`config.mk`:
```
export PLATFORM = sky130hd
export DESIGN_NAME = hsfsm_grant_sequencer
export DESIGN_NICKNAME = d
export VERILOG_FILES = /design/src/rtl/hsfsm_grant_sequencer.sv
export SDC_FILE = /design/constraint.sdc
export NUM_CORES = 1
export LEC_CHECK = 0
export CORE_UTILIZATION = 52
export DETAILED_ROUTE_END_ITERATION = 16
export GPL_ROUTABILITY_DRIVEN = 0
export PLACE_DENSITY = 0.78
export SYNTH_ARGS = -nofsm -noshare
export SYNTH_HDL_FRONTEND = slang
export SYNTH_SLANG_ARGS = --single-unit
```
`constraint.sdc`:
```
create_clock -name sysclk -period 2.4 [get_ports sysclk]
set_clock_uncertainty 0.15 [all_clocks]
set_input_delay 0.48 -clock sysclk [delete_from_list [all_inputs] [get_ports sysclk]]
set_output_delay 0.48 -clock sysclk [all_outputs]
set_load 0.01 [all_outputs]
```
`src/rtl/hsfsm_grant_sequencer.sv`:
```
// Master FSM with round-robin dwell-slot arbitration between two units.
// All outputs are registered; substates derive from next-state values.
module hsfsm_grant_sequencer #(
  parameter int DWELL   = 16,
  parameter int TIMEOUT = 64,
  parameter int CTR_W   = 8
) (
  input  logic             sysclk,
  input  logic             sysrst_n,
  input  logic [1:0]       req,
  input  logic             hold,
  input  logic             err_clr,
  output logic [1:0]       gnt,
  output logic [1:0]       sus1,
  output logic [1:0]       sus2,
  output logic [1:0]       master_state,
  output logic [CTR_W-1:0] event_ctr
);

  localparam int DW = $clog2(DWELL);
  localparam int SW = $clog2(TIMEOUT);
  localparam logic [DW-1:0] DW_END = DW'(DWELL - 1);
  localparam logic [SW-1:0] SW_END = SW'(TIMEOUT - 1);
  localparam logic [CTR_W-1:0] CTR_MAX = '1;

  typedef enum logic [1:0] {
    S_IDLE  = 2'b00,
    S_RUN   = 2'b01,
    S_STALL = 2'b10,
    S_ERR   = 2'b11
  } state_e;

  state_e           state_q, state_d;
  logic [DW-1:0]    dwell_q, dwell_d;
  logic [SW-1:0]    stall_q, stall_d;
  logic             rr_q, rr_d;
  logic [1:0]       gnt_q, gnt_d;
  logic [1:0]       sus1_q, sus1_d;
  logic [1:0]       sus2_q, sus2_d;
  logic [CTR_W-1:0] ctr_q, ctr_d;
  logic [1:0]       win;
  logic             issue;
  logic             slot_end;

  // rr_q=1 means unit2 was granted last, so unit1 wins a tie
  always_comb begin
    win = 2'b00;
    unique case (req)
      2'b01:   win = 2'b01;
      2'b10:   win = 2'b10;
      2'b11:   win = rr_q ? 2'b01 : 2'b10;
      default: win = 2'b00;
    endcase
  end

  assign slot_end = (dwell_q == DW_END) ||
                    ((gnt_q & req) == 2'b00);

  always_comb begin
    state_d = state_q;
    dwell_d = dwell_q;
    stall_d = stall_q;
    gnt_d   = gnt_q;
    issue   = 1'b0;
    unique case (state_q)
      S_IDLE: begin
        gnt_d = 2'b00;
        if (hold) begin
          state_d = S_STALL;
          stall_d = '0;
        end else if (|req) begin
          state_d = S_RUN;
          gnt_d   = win;
          dwell_d = '0;
          issue   = 1'b1;
        end
      end
      S_RUN: begin
        if (hold) begin
          state_d = S_STALL;
          gnt_d   = 2'b00;
          stall_d = '0;
        end else if (slot_end) begin
          if (|req) begin
            gnt_d   = win;
            dwell_d = '0;
            issue   = 1'b1;
          end else begin
            state_d = S_IDLE;
            gnt_d   = 2'b00;
          end
        end else begin
          dwell_d = dwell_q + 1'b1;
        end
      end
      S_STALL: begin
        gnt_d = 2'b00;
        if (!hold) begin
          state_d = S_IDLE;
        end else if (stall_q == SW_END) begin
          state_d = S_ERR;
        end else begin
          stall_d = stall_q + 1'b1;
        end
      end
      S_ERR: begin
        gnt_d = 2'b00;
        if (err_clr) state_d = S_IDLE;
      end
      default: begin
        state_d = S_IDLE;
        gnt_d   = 2'b00;
      end
    endcase
  end

  always_comb begin
    rr_d  = rr_q;
    ctr_d = ctr_q;
    if (issue) begin
      rr_d = gnt_d[1];
      if (ctr_q != CTR_MAX) ctr_d = ctr_q + 1'b1;
    end
  end

  always_comb begin
    sus1_d = 2'b00;
    sus2_d = 2'b00;
    if (state_d != S_ERR) begin
      if (gnt_d[0])    sus1_d = 2'b10;
      else if (req[0]) sus1_d = 2'b01;
      if (gnt_d[1])    sus2_d = 2'b10;
      else if (req[1]) sus2_d = 2'b01;
    end
  end

  always_ff @(posedge sysclk or negedge sysrst_n) begin
    if (!sysrst_n) begin
      state_q <= S_IDLE;
      dwell_q <= '0;
      stall_q <= '0;
      rr_q    <= 1'b1;
      gnt_q   <= 2'b00;
      sus1_q  <= 2'b00;
      sus2_q  <= 2'b00;
      ctr_q   <= '0;
    end else begin
      state_q <= state_d;
      dwell_q <= dwell_d;
      stall_q <= stall_d;
      rr_q    <= rr_d;
      gnt_q   <= gnt_d;
      sus1_q  <= sus1_d;
      sus2_q  <= sus2_d;
      ctr_q   <= ctr_d;
    end
  end

  assign gnt          = gnt_q;
  assign sus1         = sus1_q;
  assign sus2         = sus2_q;
  assign master_state = state_q;
  assign event_ctr    = ctr_q;

endmodule

```
==> After elaboration in Yosys (flattened, before gate mapping) <==
Cells that the tools add are included.
{ "op_classes": {"n_addsub": 3, "n_bitwise": 1, "mux": 36, "n_reduce_logical": 11, "eq_ne": 15} }
{ "op_table": {"columns": ["cell", "n"], "rows": [
  ["2-to-1 mux 2 bit", 17],
  ["2-to-1 mux 6 bit", 3],
  ["2-to-1 mux 4 bit", 4],
  ["case mux 2 bit (3 select lines)", 2],
  ["case mux 6 bit (2 select lines)", 1],
  ["inequality test 2 bit, second input constant", 5],
  ["adder 8 x 1 -> 8 bit, second input constant", 1],
  ["== test 2 bit, second input constant", 4],
  ["inequality test 8 bit, second input constant", 1],
  ["case mux 2 bit (4 select lines)", 1],
  ["case mux 4 bit (2 select lines)", 1],
  ["adder 6 x 1 -> 6 bit, second input constant", 1],
  ["== test 6 bit, second input constant", 1],
  ["2-to-1 mux 1 bit", 6],
  ["OR reduction 2 bit", 3],
  ["adder 4 x 1 -> 4 bit, second input constant", 1],
  ["== test 2 x 1 -> 1 bit, second input constant", 2],
  ["== test 4 bit, second input constant", 1],
  ["logical NOT 2 bit", 2],
  ["AND reduction 4 bit", 1],
  ["nonzero test 2 bit", 2],
  ["AND reduction 3 bit", 1],
  ["bitwise AND 2 bit", 1],
  ["inequality test 2 x 1 -> 1 bit, second input constant", 1],
  ["other kinds (3)", 3]
]} }
{ "totals": {"wordCells": 74, "regBits": 27, "input_bits": 6, "out_inout_bits": 16} }

==> Longest topological paths before layout <==
Gate-level depths: netlist of the first run.
{ "depth": {"word_depth": 8, "ltp_mapped": 6, "mapped_depth_nobuf": 5} }

==> Least setup slack after synthesis of the first run <==
No wires, ideal clock.
{ "synth_timing": {"path_type": "flip-flop to flip-flop", "start": "register state_q[1] (netlist: master_state[1])", "end": "register ctr_q[6] (netlist: event_ctr[6])", "period_less_slack_ps": 2031, "arrival_time_ps": 1754, "n_path_buf": 2, "setup_ps": 128, "stages_incl_launch_ff": 7, "t_required_ps": 2122, "slack_ps": 369, "path_cell_list": "dfrtp_1 -> buf_6 -> or2_1 -> buf_2 -> a311o_4 -> nor3_2 -> mux2_1"} }
{ "synth_via": {"elab_chain_len": 3, "elab_cells_between_ends": 4, "classes_between": "eq/ne (1); mux (1); reduce/logical (2)"} }
{ "synth_rtl": {"columns": ["element", "line_no", "rtl"], "rows": [
  ["from (decl)", "33", "state_e state_q, state_d;"],
  ["from (signal assigned)", "148", "state_q <= state_d;"],
  ["== test 2 x 1 -> 1 bit / logical NOT 2 bit (equally long branches)", "65", "unique case (state_q)"],
  ["case mux 1 bit (2 select lines) (*)", "65", null],
  ["AND reduction 2 bit (no line) (*)", null, null],
  ["to (signal assigned)", "155", "ctr_q <= ctr_d;"],
  ["to (decl)", "40", "logic [CTR_W-1:0] ctr_q, ctr_d;"]
]} }
Mark *: on every way between the ends. The rest lies on a longest branch, timed or not.
A chain may end at the register's enable or synchronous reset.

==> Worst setup path in the final report of the first run <==
{ "layout_timing": {"start": "register dwell_q[0]", "end": "register ctr_q[6] (netlist: event_ctr[6])"} }
{ "layout_via": {"elab_chain_len": 6} }
{ "layout_rtl": {"columns": ["element", "line_no", "rtl"], "rows": [
  ["from (decl)", "34", "logic [DW-1:0] dwell_q, dwell_d;"],
  ["from (signal assigned)", "149", "dwell_q <= dwell_d;"],
  ["== test 4 bit", "56", "assign slot_end = (dwell_q == DW_END) ||"],
  ["logical OR 1 bit", "56", null],
  ["2-to-1 mux 1 bit", "83", "end else if (slot_end) begin"],
  ["2-to-1 mux 1 bit", "79", "if (hold) begin"],
  ["case mux 1 bit (2 select lines)", "65", null],
  ["AND reduction 2 bit (no line)", null, null]
]} }
No other way between the ends.

==> results of run 1 <==
## Yosys cell counts (all sizes together), types with 2 or more instances
| master | instances | area, um2 |
|---|---|---|
| dfrtp | 26 | 650.6 |
| nand2 | 13 | 48.80 |
| nor2 | 13 | 51.30 |
| nand3 | 11 | 55.05 |
| o21ai | 10 | 50.04 |
| xor2 | 6 | 52.55 |
| inv | 5 | 18.77 |
| mux2 | 5 | 56.30 |
| nor3 | 5 | 35.03 |
| a21oi | 4 | 20.02 |
| and3 | 3 | 18.77 |
| ha | 3 | 37.54 |
| nand4 | 3 | 18.77 |
| a22o | 2 | 17.52 |
| buf | 2 | 16.26 |
| o211ai | 2 | 15.01 |
| or2 | 2 | 12.52 |
## layer usage
| layer | part of all wire (%) | up-vias |
|---|---|---|
| met5 | 0 | - |
| met4 | 1.7 | 0 |
| met3 | 4.0 | 5 |
| met2 | 50 | 31 |
| met1 | 44 | 527 |
| li1 | - | 537 |
## registers in the layout (all words and copies together) (netlist names)
register,flops
rr_q,1
dwell_q,4
gnt,2
sus1,2
master_state,2
sus2,2
event_ctr,8
stall_q,6
## cells by family after synthesis
family	count (synthesis)
and+or+nand+nor	55
muxes	5
xor gates and xnor gates	7
adders and majority gates	3
DFF	27
buffers and inverters	7
AOI/OAI and AO/OA	26
## worst paths after layout
check | from | to | slack [ns]
max | dwell_q[0] | event_ctr[6] | 0.30
min | sysrst_n | event_ctr[7] | 0.35
max reg2reg | dwell_q[0] | event_ctr[6] | 0.30
min reg2reg | rr_q | rr_q | 0.36
max in group asynchronous | sysrst_n | rr_q | 1.46
min in group sysclk | rr_q | rr_q | 0.36
## power by group through the flow
stage | logic (W) | clock network, W | registers (W)
floorplan | 0.000144 | 0 | 0.000633
global placement | 0.000334 | 0 | 0.000619
detailed placement | 0.000346 | 0 | 0.000624
CTS | 0.000347 | 0.000212 | 0.000614
global route | 0.000380 | 0.000231 | 0.000627
finish | 0.000343 | 0.000204 | 0.000614
## metrics by stage
stage / total power, W / instances / instance area, um2 / hold slack, ns / setup WS, ns
floorplan: 0.0007767 / 130 / 1331 / 0.03441 / 0.3686
global placement: 0.0009528 / 188 / 1643 / 0.3239 / 0.02705
detailed placement: 0.0009695 / 188 / 1643 / 0.3510 / -0.03060
CTS: 0.001174 / 192 / 1673 / 0.3553 / 0.2862
global route: 0.001237 / 192 / 1673 / 0.3810 / 0.1597
finish: 0.001161 / 192 / 1673 / 0.3488 / 0.2961
## worst reg2reg max path, stage by stage (launching register included)
cell	delay (ns)
dfrtp_1	0.41
ha_1	0.22
nand3_1	0.17
a311o_4	0.50
nor3_2	0.20
mux2_1	0.35
## layout make-up
type,instances,area (um2)
clock buffer,3,22.52
clock inverter,1,7.507
fill,174,645.6
inverter,5,18.77
multi-input combinational,96,619.3
sequential,27,676.9
tap,28,35.03
timing repair buffer,32,292.8
==> metrics list, run 1 <==
* Die Ht: 52.60 um
- Synthesized Nets: 139
- P_int: 0.0007823 W
* Area share of fa/ha/maj cells after synthesis: 2.820%
* Most Used Layer, Global Route: met2
- Entering global routing, the biggest net connects 28 pins.
* Count of cell types in the netlist: 38
* Met3 layer usage reported by global route: 3.768%
- In the routed design, unresolved DRC markers number 0.
* Average cell area after synthesis: 10.24 um2
- After clock tree synthesis, the setup repair step added 0 buffers.
- For this run, the post-layout net count is 174.
- Most common cell after layout, fill and taps aside: dfrtp_1
- Synth Area in Simple Gates: 20.86%
- Top FF cell, synth: dfrtp_1
- Setup violations remaining at the end of the flow were counted as 0.
* Dpl hpwl: 1968 um
* Maximum vdd ir drop: 0.4697 mV
- The path class of the tightest hold or removal check is in2async.
- The flow ran to the end, and the final reports show no timing, DRC or antenna violations.
- In this run, synthesis inferred 0 flip-flops with an integrated enable.
* Peak per-stage delay on the critical path: 0.50 ns
* Mux share of post-synthesis cell area: 4.229%
* CTS HTree Levels: 1
- Counting flops and latches in the post-synthesis netlist gives 27.
- Number of antenna violations at the first check in global routing: 0
* Worst-Skew Late Latency: 0.33 ns
- First-pass iteration count of the detailed router: 4
- Dominant combinational cell family by area after synthesis: simple AND/OR/NAND/NOR gates
- Slew HR: 69.49%
- The synthesized netlist occupies a cell area of 0.001331 mm2.
- Across every metal layer, demand over resource in global routing totals 23.04%.
- The area growth from synthesis to layout is 25.66%.
* Async SR Flop Fraction: 100.0%
* Post-synthesis compound-gate area fraction: 14.00%
- Summing the areas of all xor and xnor instances in the mapped netlist gives 4.605% of the synthesized area.
- The cell family contributing the most delay on the critical path is compound AO/OA/AOI/OAI gates.
- The root buffer cell chosen for the clock tree is clkbuf_4.
- Required time worst endpoint: 2.48 ns
- GR met2 Demand/Resource: 38.40%
- Number of antenna-violating nets in the routed design: 0
- Across the run, the number of max-cap violations was 0.
- GR met1 Demand/Resource: 28.28%
- Commonest cells after routing, fill and taps aside: dfrtp_1 (26), clkdlybuf4s50_1 (21), nand2_1 (13)
- At the pin with the least slew margin, the transition time is 0.4546 ns.
- Summing the sequential cell areas from Yosys gives 50.85% of the chip area.
- Number of placement rows: 17
- Summed over all nets, the switching power comes to 0.0003784 W.
- Leakage power summed over all cells: 0.7317 nW
* Die span in x: 52.60 um
* Via count normalized by instance count: 5.729
- Clock share of power: 17.6%
* Cell count after synthesis: 130
- Along the worst path, the maximum fanout reaches 8.
- Post-CTS repair changed the size of 0 cells.
* Area of the die: 0.002766 mm2
- Combinational logic burns 29.5% of the power.
- First-pass GRT wire length: 4574 um
- TritonCTS built the clock tree.
- In the final layout, the share of cells above drive strength 1 is 15.24%.
* Endpoint type of the worst setup path: register
* Routed vias: 1,100
- Clock buffer depth: 2
- WL/cell: 13.60 um
* Switching power as a share of total power: 32.60%
- For this design the ratio of total power to cell area is 693.8 mW/mm2.
* Worst setup path class: reg2reg
- Utilization of the core after routing: 72.15%
* CTS sink count: 27
- The count of buffers added on input and output ports is 21.
* CTS hold repair buffers: 0
- Antenna diode count: 0
* Register clock-pin slew on the reported worst setup and hold paths: 0.15 ns
* Routed Wire Length: 2612 um
- Relative contribution of sequential cells to total power: 52.9%
- Data arrival, critical path: 2.18 ns
- Final critical-path required period: 2.104 ns
- Once the floorplan was initialized, standard cells occupied 57.42% of the core.
- I/O pin total: 22
- Among all stages on the critical path, the largest delay is contributed by a311o_4.
- The number of pins with negative max-slew slack in the final report was 0.
- Traced cell by cell, the critical path runs through ha_1 -> nand3_1 -> a311o_4 -> nor3_2 -> mux2_1.
- Total negative setup slack: 0 ns
- Number of buffers inserted during clock tree synthesis: 3
- Measured in cells, the most critical reg-to-reg path has a length of 5.
- The core region is 0.002318 mm2.
- The worst setup path is launched from a register.
* Violation count after the first detailed-route iteration: 27
- Vias in the first global route: 1,088
- Maximum clock rate: 0.4753 GHz
- Crit path buf inv count: 0
- Grt total ovfl: 0
- Yosys printed 0 warnings.
* Number of logic stages on the critical path including buffering: 5
- Setup repair after global routing left no endpoint under its margin.
- The hold violation count in the final report came to 0.
- Final worst path period share: 87.66%
(Power assumes the default switching activity.)
==> run 2: changes to the inputs <==
--- a/config.mk
+++ b/config.mk
@@ -5,10 +5,10 @@
 export SDC_FILE = /design/constraint.sdc
 export NUM_CORES = 1
 export LEC_CHECK = 0
-export CORE_UTILIZATION = 52
+export CORE_UTILIZATION = 56
 export DETAILED_ROUTE_END_ITERATION = 16
 export GPL_ROUTABILITY_DRIVEN = 0
-export PLACE_DENSITY = 0.78
+export PLACE_DENSITY = 0.83
 export SYNTH_ARGS = -nofsm -noshare
 export SYNTH_HDL_FRONTEND = slang
 export SYNTH_SLANG_ARGS = --single-unit
==> constraint.sdc (replaced) <==
create_clock -name sysclk -period 2.5 [get_ports sysclk]
set_clock_uncertainty 0.15 [all_clocks]
set_input_delay 0.5 -clock sysclk [delete_from_list [all_inputs] [get_ports sysclk]]
set_output_delay 0.5 -clock sysclk [all_outputs]
set_load 0.01 [all_outputs]
==> metrics list, run 2 (synthesis gave the netlist of run 1 again) <==
- The I/O pin count came to 22 (unchanged).
* Number of logic stages on the critical path including buffering: 1 (-4)
- Routed vias: 1,091 (-0.82%)
- The worst-case setup slack after placement is 0.07890 ns (+0.1095 ns).
* Post-Layout Cell Count: 188 (-2.1%)
- The min-delay analysis places its worst path in the category reg2reg.
- The number of inserted filler cells in the final layout is 167 (-4.0%).
* Highest fanout seen on the critical path: 10 (+2)
- The number of antenna diodes came to 0 (unchanged).
- Number of buffers inserted by port buffering: 21 (unchanged)
- Peak per-stage delay on the critical path: 0.60 ns (+0.10 ns)
- Total GRT Usage: 22.40% (-0.64 points)
* Hold_ws: 0.3549 ns (+0.006176 ns)
* Met3 layer usage reported by global route: 3.636% (-0.13 points)
* Die span in x: 50.76 um (-3.5%)
- The number of core rows came to 17 (unchanged).
* Number of antenna violations at the first check in global routing: 0 (unchanged)
- Final worst path period share: 85.71%
* CTS tree: built
* Core area: 0.002233 mm2 (-3.7%)
* Total negative setup slack: 0 ns (unchanged)
* Setup repair after global routing missed its margin: no
- Leakage power summed over all cells: 0.7171 nW (-2.0%)
* CTS HTree Levels: 1 (unchanged)
- The antenna violation net count after detailed routing is 0 (unchanged).
- The slew of the pin with the lowest slew margin is 0.4981 ns (+0.04350 ns).
- The run finished with clean final reports.
* CTS hold repair buffers: 0 (unchanged)
- GR met1 Demand/Resource: 27.59% (-0.68 points)
- Clock buffer depth: 2 (unchanged)
* Initial core utilization: 59.61% (+2.2 points)
- Most common cell after layout, fill and taps aside: dfrtp_1
- The reported max-cap violation count is 0 (unchanged).
* Crit path buf inv count: 1 (+1)
* DRC violations left: 0 (unchanged)
- Most Used Layer, Global Route: met2
* Delay-heaviest family, CP: buffers and inverters
- Maximum clock rate: 0.4667 GHz
- Die Ht: 50.76 um (-3.5%)
- The final-report setup violation count came to 0 (unchanged).
- The mean number of vias per cell is 5.803 (+1.3%).
- The share of cells above drive strength 1 came to 13.13% (-2.1 points).
- Vias in the first global route: 988 (-9.2%)
- Final Hold Vio Count: 0 (unchanged)
* Clk Tree Root Cell: clkbuf_4
- Final-stage net count: 170 (-2.3%)
* Worst setup path class: reg2out
- Max FFs per register: 8 (unchanged)
- The detailed-routing iteration count for the pre-antenna-repair pass came to 4 (unchanged).
* Number of buffers inserted during clock tree synthesis: 3 (unchanged)
- Length in cells of the worst reg-to-reg path: 5 (unchanged)
* Final critical-path required period: 2.143 ns
- The worst-case setup margin in the final layout was 0.3572 ns (+0.06102 ns).
- Dpl hpwl: 1908 um (-3.1%)
- The post-cts gate resize count was 0 (unchanged).
- Nature of the critical path startpoint: register
- STA classifies the critical path endpoint as a primary output.
- Along the worst hold path, the cell count comes to 2.
- First-pass GRT wire length: 4243 um (-7.2%)
- Critical-path cell list: clkdlybuf4s50_1
* Area of the die: 0.002576 mm2 (-6.9%)
* Count of pins over their slew limit: 0 (unchanged)
* Slew HR: 66.57% (-2.9 points)
* Register clock-pin slew on the reported worst setup and hold paths: 0.15 ns (about the same)
* Power per standard cell area: 677.1 mW/mm2 (-2.4%)
* Grt total ovfl: 0 (unchanged)
* WL/cell: 13.93 um (+2.4%)
- Area growth from synthesis to layout: 23.21%
- Slowest cell on crit path: clkdlybuf4s50_1
- The clock insertion delay at the later pin of the skew report came to 0.33 ns (about the same).
- The clock net sink count was 27 (unchanged).
- The violation count after the first detailed-route iteration is 23 (-15%).
- GR met2 Demand/Resource: 37.78% (-0.62 points)
* Maximum number of pins on one net before global-route repair: 28 (unchanged)
- The worst vdd rail ir drop was 0.5997 mV (+28%).
- The number of setup buffers added after CTS was 0 (unchanged).
- Data arrival, critical path: 1.49 ns (-0.69 ns)
* Number of cells in the design after placement: 184 (-2.1%)
- In the layout the commonest cells are dfrtp_1 (26), clkdlybuf4s50_1 (21), nand2_1 (13).
- The required time reported for the critical path endpoint came to 1.85 ns (-0.63 ns).
- Routed Wire Length: 2619 um (+0.27%)
-- run 2: changes by cell type in the layout (fill, tap and decap cells not counted) --
| cell | change |
|---|---|
| buf_4 | -4 |
| clkinv_2 | +1 |
| clkinvlp_4 | -1 |
-- run 2: layout make-up --
type / instances / area (um2) / area share, %
inverter: 5 / 18.77 / 1.144
sequential: 27 / 676.9 / 41.27
timing repair buffer: 28 / 262.8 / 16.02
multi-input combinational: 96 / 619.3 / 37.76
tap: 28 / 35.03 / 2.136
clock inverter: 1 / 5.005 / 0.3051
clock buffer: 3 / 22.52 / 1.373
-- run 2: metrics by stage --
stage	utilization (%)	cell area (um2)	power [W]
finish	73.45	1640	0.001111
global route	73.45	1640	0.001164
CTS	73.45	1640	0.001117
detailed placement	72.21	1613	0.0009234
global placement	72.21	1613	0.0009089
floorplan	-	1331	0.0007457
-- run 2: power by group --
part	leakage (nW)	switching, W	total [W]	internal, W
sequential	0.349	0.0000856	0.000592	0.000506
clock	0.0177	0.000136	0.000197	0.0000603
combinational	0.350	0.000143	0.000322	0.000179
-- run 2: final timing paths --
path / startpoint / end / slack, ns
worst min register to register: rr_q / rr_q / 0.35
worst max register to register: dwell_q[0] / event_ctr[6] / 0.47
min in group asynchronous: sysrst_n / event_ctr[7] / 0.36
max in group asynchronous: sysrst_n / rr_q / 1.54
worst max-delay path: master_state[1] / master_state[1] / 0.36
worst min-delay path: rr_q / rr_q / 0.35
-- run 2: layer usage --
layer	up-vias	routed length (um)
li1	526	-
met3	5	85
met5	-	0
met2	26	1252
met1	534	1231
met4	0	49
